File: config.mk
export PLATFORM = sky130hd
export DESIGN_NAME = wb_arbiter
export DESIGN_NICKNAME = d
export VERILOG_FILES = /design/src/rtl/wb_arbiter.sv
export SDC_FILE = /design/constraint.sdc
export NUM_CORES = 1
export LEC_CHECK = 0
export BUFFER_PORTS_ARGS = -buffer_cell sky130_fd_sc_hd__buf_2
export CORE_AREA = 5 5 206 208
export DETAILED_ROUTE_END_ITERATION = 10
export DIE_AREA = 0 0 211 213
export PLACE_DENSITY_LB_ADDON = 0.08
export SLEW_MARGIN = 20
export SYNTH_ARGS = -nofsm -noshare
export SYNTH_HDL_FRONTEND = slang
export SYNTH_SLANG_ARGS = --single-unit
File: constraint.sdc
create_clock -name clk -period 6.2 [get_ports clk]
set_clock_uncertainty 0.05 [all_clocks]
set_input_delay 1.24 -clock clk [delete_from_list [all_inputs] [get_ports clk]]
set_output_delay 1.24 -clock clk [all_outputs]
set_load 0.02 [all_outputs]
File: src/rtl/wb_arbiter.sv
`default_nettype none
// =============================================================================
// Module   : wb_arbiter
// Purpose  : Round-robin arbiter sharing the frame-buffer write port among the
//            Julia workers. Optional coordinate check under WB_BOUNDS_CHECK_EN.
// Revision : 1.0 - initial release
// =============================================================================
module wb_arbiter #(
    parameter int unsigned NUM_WORKERS = 16,
    parameter int unsigned X_BITS      = 10,
    parameter int unsigned Y_BITS      = 10,
    parameter int unsigned ITER_BITS   = 8,
    parameter int unsigned FB_WIDTH    = 640,
    parameter int unsigned FB_HEIGHT   = 480,
    parameter int unsigned ADDR_BITS   = 19
) (
    input  logic                   clk,
    input  logic                   rst,
    input  logic [NUM_WORKERS-1:0] wb_req,
    input  logic [X_BITS-1:0]      wb_x    [NUM_WORKERS],
    input  logic [Y_BITS-1:0]      wb_y    [NUM_WORKERS],
    input  logic [ITER_BITS-1:0]   wb_iter [NUM_WORKERS],
    output logic [NUM_WORKERS-1:0] wb_ack,
    output logic                   mem_wr,
    output logic [ADDR_BITS-1:0]   mem_addr,
    output logic [ITER_BITS-1:0]   mem_wdata,
    input  logic                   mem_busy,
    output logic [ADDR_BITS-1:0]   pixel_count,
    output logic                   frame_done,
    output logic                   err
);

    localparam int unsigned            c_SEL_W      = (NUM_WORKERS > 1) ? $clog2(NUM_WORKERS) : 1;
    localparam logic [ADDR_BITS-1:0]   c_FB_W       = ADDR_BITS'(FB_WIDTH);
    localparam logic [ADDR_BITS-1:0]   c_FRAME_LAST = ADDR_BITS'(FB_WIDTH * FB_HEIGHT - 1);
    localparam logic [c_SEL_W-1:0]     c_RR_INIT    = c_SEL_W'(NUM_WORKERS - 1);
    localparam logic [NUM_WORKERS-1:0] c_ONE        = NUM_WORKERS'(1);

    typedef enum logic [1:0] {
        S_IDLE  = 2'd0,
        S_CALC  = 2'd1,
        S_WRITE = 2'd2
    } state_t;

    state_t                 r_state,  w_state_nxt;
    logic [c_SEL_W-1:0]     r_rr_ptr, w_rr_nxt;
    logic [X_BITS-1:0]      r_x,      w_x_nxt;
    logic [Y_BITS-1:0]      r_y,      w_y_nxt;
    logic [ITER_BITS-1:0]   r_iter,   w_iter_nxt;
    logic [NUM_WORKERS-1:0] r_ack,    w_ack_nxt;
    logic [ADDR_BITS-1:0]   r_addr,   w_addr_nxt;
    logic [ITER_BITS-1:0]   r_wdata,  w_wdata_nxt;
    logic [ADDR_BITS-1:0]   r_count,  w_count_nxt;
    logic                   r_done,   w_done_nxt;

    logic                   w_found;
    logic [c_SEL_W-1:0]     w_sel;
    logic [c_SEL_W-1:0]     w_cand;
    logic [ADDR_BITS-1:0]   w_addr_calc;

    // Search starts just above the last winner so it drops to lowest priority.
    always_comb begin
        w_found = 1'b0;
        w_sel   = '0;
        w_cand  = '0;
        for (int unsigned i = 1; i <= NUM_WORKERS; i++) begin
            w_cand = c_SEL_W'((32'(r_rr_ptr) + i) % NUM_WORKERS);
            if (!w_found && wb_req[w_cand]) begin
                w_found = 1'b1;
                w_sel   = w_cand;
            end
        end
    end

    assign w_addr_calc = ADDR_BITS'(r_y) * c_FB_W + ADDR_BITS'(r_x);

`ifdef WB_BOUNDS_CHECK_EN
    logic r_err, w_err_nxt;
    logic w_oob;
    assign w_oob = (32'(r_x) >= FB_WIDTH) || (32'(r_y) >= FB_HEIGHT);
    assign err   = r_err;
`else
    assign err   = 1'b0;
`endif

    always_comb begin
        w_state_nxt = r_state;
        w_rr_nxt    = r_rr_ptr;
        w_x_nxt     = r_x;
        w_y_nxt     = r_y;
        w_iter_nxt  = r_iter;
        w_ack_nxt   = '0;
        w_addr_nxt  = r_addr;
        w_wdata_nxt = r_wdata;
        w_count_nxt = r_count;
        w_done_nxt  = 1'b0;
`ifdef WB_BOUNDS_CHECK_EN
        w_err_nxt   = r_err;
`endif
        case (r_state)
            S_IDLE: begin
                if (w_found) begin
                    w_x_nxt     = wb_x[w_sel];
                    w_y_nxt     = wb_y[w_sel];
                    w_iter_nxt  = wb_iter[w_sel];
                    w_rr_nxt    = w_sel;
                    w_ack_nxt   = c_ONE << w_sel;
                    w_state_nxt = S_CALC;
                end
            end
            S_CALC: begin
                w_addr_nxt  = w_addr_calc;
                w_wdata_nxt = r_iter;
                w_state_nxt = S_WRITE;
`ifdef WB_BOUNDS_CHECK_EN
                if (w_oob) begin
                    w_err_nxt   = 1'b1;
                    w_state_nxt = S_IDLE;
                end
`endif
            end
            S_WRITE: begin
                if (!mem_busy) begin
                    w_state_nxt = S_IDLE;
                    if (r_count == c_FRAME_LAST) begin
                        w_count_nxt = '0;
                        w_done_nxt  = 1'b1;
                    end else begin
                        w_count_nxt = r_count + ADDR_BITS'(1);
                    end
                end
            end
            default: w_state_nxt = S_IDLE;
        endcase
    end

    always_ff @(posedge clk or posedge rst) begin
        if (rst) begin
            r_state  <= S_IDLE;
            r_rr_ptr <= c_RR_INIT;
            r_x      <= '0;
            r_y      <= '0;
            r_iter   <= '0;
            r_ack    <= '0;
            r_addr   <= '0;
            r_wdata  <= '0;
            r_count  <= '0;
            r_done   <= 1'b0;
`ifdef WB_BOUNDS_CHECK_EN
            r_err    <= 1'b0;
`endif
        end else begin
            r_state  <= w_state_nxt;
            r_rr_ptr <= w_rr_nxt;
            r_x      <= w_x_nxt;
            r_y      <= w_y_nxt;
            r_iter   <= w_iter_nxt;
            r_ack    <= w_ack_nxt;
            r_addr   <= w_addr_nxt;
            r_wdata  <= w_wdata_nxt;
            r_count  <= w_count_nxt;
            r_done   <= w_done_nxt;
`ifdef WB_BOUNDS_CHECK_EN
            r_err    <= w_err_nxt;
`endif
        end
    end

    assign wb_ack      = r_ack;
    assign mem_wr      = (r_state == S_WRITE);
    assign mem_addr    = r_addr;
    assign mem_wdata   = r_wdata;
    assign pixel_count = r_count;
    assign frame_done  = r_done;

endmodule
`default_nettype wire

==> qor.yml, run 1 <==
critical_path:
  crit_type: "reg -> reg"
  start_kind: "flip-flop"
  crit_family: "multiplexers"
  cp.required_ns: 6.39
  r2r-start: "r_rr_ptr[1]$_DFFE_PP1P_"
  end_kind: "flip-flop"
  cp-startpoint: "r_rr_ptr[1]$_DFFE_PP1P_"
  cp_common_cell: "mux2i_1"
  crit_buf_inv: 3
  worstPathArrival_ns: 5.98
  cpPeakStageDelay_ns: 0.65
  cp_max_fo: 35
  critPathSlowestCell: "ha_1"
  crit_chain: "inv_1, ha_1, mux4_2, mux2i_1, mux2i_1, or4b_1, nor3_4, nand2_2, a2111oi_4, nand2b_1, o31a_2, buf_12, buf_4, mux2i_1, mux2i_1, a211oi_1, a31oi_1"
logic_synthesis:
  synth_nets: 1775
  ys_seq_elements: 97
  syn_area_sq_mm: 0.0106
  syn_avg_cell_area_sq_um: 8.33
  yosysWarnings: 0
  synth_cell_types: 80
  synthCells: 1278
  synth_sequential_area_ratio_pct: 22.9
  synthArstFlopShare_pct: 100
  ys.flop_type: "dfrtp_1"
  synth_edf_count: 0
placement:
  globalplace.congestion: 0.924
  portBuffers: 530
  hpwl_microns: 44800
die:
  dieArea_sq_mm: 0.0449
  die_w_microns: 211
  core_sq_mm: 0.0404
  pin_count: 532
  start_util_pct: 26.4
  die_y_microns: 213
  num_rows: 74
clock_tree:
  htree_levels: 3
  cts.sinks: 97
  hold_buffers: 0
  cts.repair.resized: 0
  cts_setup_buffers: 0
  cts_root_buf: "clkbuf_16"
  cts_tree: "done"
  cts_buffers: 9
  cts_max_path_buffers: 2
  path_clk_slew_ns: 0.08
  clk_latency_ns: 0.36
flow_run:
  cap_violations: 0
run_status:
  status: "complete, no violations"
timing:
  setup_viol: 0
  rsz0062_at_grt: "false"
  max_freq_mhz: 173
  drv_slew: 0
  period_share_pct: 93.4
  setup-tns-final_ns: 0
  slew_headroom_pct: 37.9
  min_period_ns: 5.79
  hold_violations: 0
  tightest_slew_ns: 0.932
detailed_routing:
  drc: 0
  finalWirelength_microns: 54200
  wl_per_cell_microns: 23.2
  num_vias: 11900
  first_pass_iters: 5
  vias_per_cell: 5.10
  drt_first_iter_violations: 668
  ant_nets: 0
global_route:
  grt_pass1_vias: 12200
  grt_usage_pct: 22.9
  antenna_found_initial: 13
  overflow: 0
  grt_pass1_wl_microns: 78000
  grt_max_degree: 62
final_layout:
  layout_commonest_cell: "buf_2"
  layout_common_cells: "530 x buf_2, 176 x mux2i_1, 153 x nand2_1"
  fin_nets: 2290
  area_growth_pct: 34.6
  num-fill-cells: 4465
  drive_above_1_share_pct: 38.6
min_path:
  hold_start: "r_state[1]$_DFFE_PP0P_"
  hold_class: "reg -> reg"
## per-layer routing
metal	part of all wire (%)	routed length, microns	vias to the layer above	GRT usage [%]
met5	0	0	-	0
met4	2.2	1180	0	6.44
met3	5.7	3110	53	3.70
met2	50	27300	406	39.7
met1	42	22600	5714	29.7
li1	-	-	5758	-
## final cells by class
type / count / area (sq um) / share of cell area [%]
tap: 532 / 666 / 4.65
multi-input combinational: 1063 / 7550 / 52.7
clock buffer: 9 / 225 / 1.57
inverter: 27 / 104 / 0.725
antenna: 11 / 27.5 / 0.192
clock inverter: 7 / 63.8 / 0.446
sequential: 97 / 2430 / 17.0
timing repair buffer: 595 / 3250 / 22.7
## state kept, by name (all words and copies together) (netlist names)
signal / flops
r_state: 2
r_x: 10
wb_ack: 16
r_iter: 8
r_rr_ptr: 4
pixel_count: 19
r_y: 10
mem_wdata: 8
frame_done: 1
mem_addr: 19
## worst register-to-register path, cell delays in order, from the launching register on
cell and delay [ns]:
dfstp_2 0.53, inv_1 0.08, ha_1 0.65, mux4_2 0.46, mux2i_1 0.35, mux2i_1 0.22, or4b_1 0.63, nor3_4 0.32
nand2_2 0.15, a2111oi_4 0.36, nand2b_1 0.22, o31a_2 0.24, buf_12 0.26, buf_4 0.29, mux2i_1 0.37, mux2i_1 0.13
a211oi_1 0.25, a31oi_1 0.11
## cells by family (layout without fill, tap and decap cells)
family          Yosys count  after routing  synth area share [%]
flops                    97             97                  22.9
buf+inv                 118            638                  6.63
compound gates          318            318                  18.8
mux                     240            240                  26.2
xor+xnor                 45             45                  3.70
simple gates            429            429                  18.1
fa+ha+maj                30             30                  3.67
other cells               1             12                0.0352
## synth_stat cells, drive strengths merged, types with 4 or more instances
| cell | number | area, sq um |
|---|---|---|
| mux2i | 176 | 1760 |
| nand2 | 154 | 581 |
| nor2 | 133 | 502 |
| dfrtp | 93 | 2330 |
| o21ai | 74 | 370 |
| nand3 | 66 | 330 |
| a31oi | 57 | 357 |
| a21oi | 52 | 260 |
| buf | 52 | 457 |
| o22ai | 49 | 307 |
| clkbuf | 39 | 148 |
| mux2 | 37 | 417 |
| xnor2 | 30 | 263 |
| ha | 28 | 350 |
| mux4 | 27 | 612 |
| inv | 25 | 93.8 |
| nor3 | 19 | 111 |
| a211oi | 17 | 128 |
| o211ai | 16 | 120 |
| xor2 | 15 | 131 |
| nor2b | 14 | 87.6 |
| a21o | 8 | 60.1 |
| nand2b | 8 | 50.1 |
| a2111oi | 6 | 71.3 |
| and3 | 5 | 31.3 |
| o31ai | 5 | 37.5 |
| and2 | 4 | 25.0 |
| dfstp | 4 | 105 |
| nand4 | 4 | 25.0 |
| nor4 | 4 | 40.0 |
| o21bai | 4 | 30.0 |
| or2 | 4 | 25.0 |
## path summary, 6_finish.rpt
kind / slack [ns] / endpoint / cells past startpoint
max: 0.41 / r_y[8]$_DFFE_PP0P_ / 17
min: 0.42 / r_rr_ptr[1]$_DFFE_PP1P_ / 1
max reg2reg: 0.41 / r_y[8]$_DFFE_PP0P_ / 17
min reg2reg: 0.42 / r_rr_ptr[1]$_DFFE_PP1P_ / 1
max in group asynchronous: 4.03 / r_rr_ptr[2]$_DFFE_PP1P_ / 3
min in group asynchronous: 0.99 / pixel_count[18]$_DFFE_PP0P_ / 2
## per-stage QoR
step                std cells  worst slack, ns  utilization, %  area [sq um]  hold WS [ns]
floorplan                1278            0.377               -         10600         0.377
global placement         2314            0.255            34.7         14000         0.408
detailed placement       2314            0.186            34.7         14000         0.413
CTS                      2330            0.389            35.4         14300         0.423
global route             2340           0.0682            35.5         14300         0.449
finish                   2341            0.408            35.5         14300         0.420
Power of run 1 is not shown: default switching activity piles up to over one toggle a cycle in this logic, so the estimate is an artifact.
==> run 2, diff against run 1 <==
- clock period: 6.2 -> 7 ns (I/O delays scaled with it)
==> run 2 against run 1 <==
  * Setup slack better by 0.35 ns
  * Flip-flop and latch count unchanged
  * Highest routed layer is now met5
  * Critical endpoint is now r_y[7]$_DFFE_PP0P_
  * Wire length down 0.52%
  * Global-route usage down 0.21 points
  * Critical path depth unchanged
  * Cell area up 0.12%
==> qor.yml, run 2 (same netlist as run 1, synthesis figures left out) <==
die:
  die_y_microns: 213
  start_util_pct: 26.4
  pin_count: 532
  num_rows: 74
  die_w_microns: 211
  dieArea_sq_mm: 0.0449
  core_sq_mm: 0.0404
clock_tree:
  cts.repair.resized: 0
  htree_levels: 3
  cts.sinks: 97
  cts_buffers: 9
  cts_root_buf: "clkbuf_16"
  path_clk_slew_ns: 0.08
  clk_latency_ns: 0.36
  cts_max_path_buffers: 2
  hold_buffers: 0
  cts_tree: "done"
  cts_setup_buffers: 0
final_layout:
  drive_above_1_share_pct: 38.5
  regArea_sq_mm: 0.00243
  num-fill-cells: 4431
  fin_cells: 2336
  layout_commonest_cell: "buf_2"
  multi_input_area_sq_mm: 0.00754
  layout_common_cells: "530 x buf_2, 176 x mux2i_1, 153 x nand2_1"
  final_util_pct: 35.5
  area_growth_pct: 34.7
  fin_nets: 2290
global_route:
  grt_pass1_vias: 12400
  grt_pass1_wl_microns: 78300
  overflow: 0
  grt_usage_pct: 22.7
  antenna_found_initial: 10
  grt_max_degree: 56
timing:
  hold_violations: 0
  slew_headroom_pct: 35.0
  max_freq_mhz: 160
  rsz0062_at_grt: "false"
  drv_slew: 0
  tightest_slew_ns: 0.965
  min_period_ns: 6.24
  timing.hold.ws_ns: 0.430
  setup-tns-final_ns: 0
  period_share_pct: 89.2
  setup_viol: 0
detailed_routing:
  drc: 0
  ant_nets: 0
  first_pass_iters: 5
  drt_first_iter_violations: 702
  wl_per_cell_microns: 23.1
  finalWirelength_microns: 53900
  num_vias: 12000
  vias_per_cell: 5.14
min_path:
  hold_class: "reg -> reg"
critical_path:
  worstPathArrival_ns: 6.42
  cp.required_ns: 7.17
  crit_type: "reg -> reg"
  end_kind: "flip-flop"
  cp_max_fo: 30
  start_kind: "flip-flop"
run_status:
  status: "complete, no violations"
placement:
  dp.cells: 2314
  hpwl_microns: 44600
  portBuffers: 530
  globalplace.congestion: 0.894
flow_run:
  cap_violations: 0
[run 2: area by class of cell]
class | instances | share of cell area [%]
inverter | 27 | 0.724
clock buffer | 9 | 1.57
clock inverter | 7 | 0.524
sequential | 97 | 17.0
antenna | 6 | 0.105
multi-input combinational | 1063 | 52.6
timing repair buffer | 595 | 22.9
tap | 532 | 4.64
[run 2: worst paths after layout]
check                                   startpoint                     endpoint  slack, ns  cells past startpoint
setup / recovery           r_rr_ptr[0]$_DFFE_PP1P_           r_y[7]$_DFFE_PP0P_       0.76                     17
hold / removal              r_state[1]$_DFFE_PP0P_      r_rr_ptr[1]$_DFFE_PP1P_       0.43                      1
setup reg to reg           r_rr_ptr[0]$_DFFE_PP1P_           r_y[7]$_DFFE_PP0P_       0.76                     17
hold reg to reg             r_state[1]$_DFFE_PP0P_      r_rr_ptr[1]$_DFFE_PP1P_       0.43                      1
max in group asynchronous                      rst           r_x[5]$_DFFE_PP0P_       4.66                      3
min in group asynchronous                      rst  pixel_count[17]$_DFFE_PP0P_       1.12                      2
[run 2: layer usage]
metal  part of all wire [%]  wire [microns]  up-vias  global-route usage [%]
li1                       -               -     5764                       -
met1                     43           23200     5802                    29.7
met2                     51           27400      391                    40.1
met3                    4.6            2490       45                    3.36
met4                    1.5             806        2                    4.65
met5                  0.013               7        -                       0
[run 2: metrics by stage]
stage / area, sq um / setup slack, ns
2_1_floorplan: 10600 / 1.18
3_3_place_gp: 14000 / 0.706
3_5_place_dp: 14000 / 0.693
4_1_cts: 14300 / 0.718
5_1_grt: 14300 / 0.345
6_report: 14300 / 0.756
[run 2: worst max-delay path, cell delays in order (launching register included)]
cell and delay [ns]:
dfstp_2 1.01, inv_2 0.08, ha_1 0.55, mux4_2 0.44, mux2i_1 0.36, mux2i_1 0.23, or4b_1 0.76, nor3_4 0.35
nand2_2 0.14, a2111oi_4 0.35, nand2b_1 0.21, o31a_2 0.23, buf_12 0.22, buf_4 0.20, mux2i_1 0.19, o22ai_1 0.12
o21ai_0 0.43, a31oi_1 0.15
Power of run 2 is left out for the same reason.
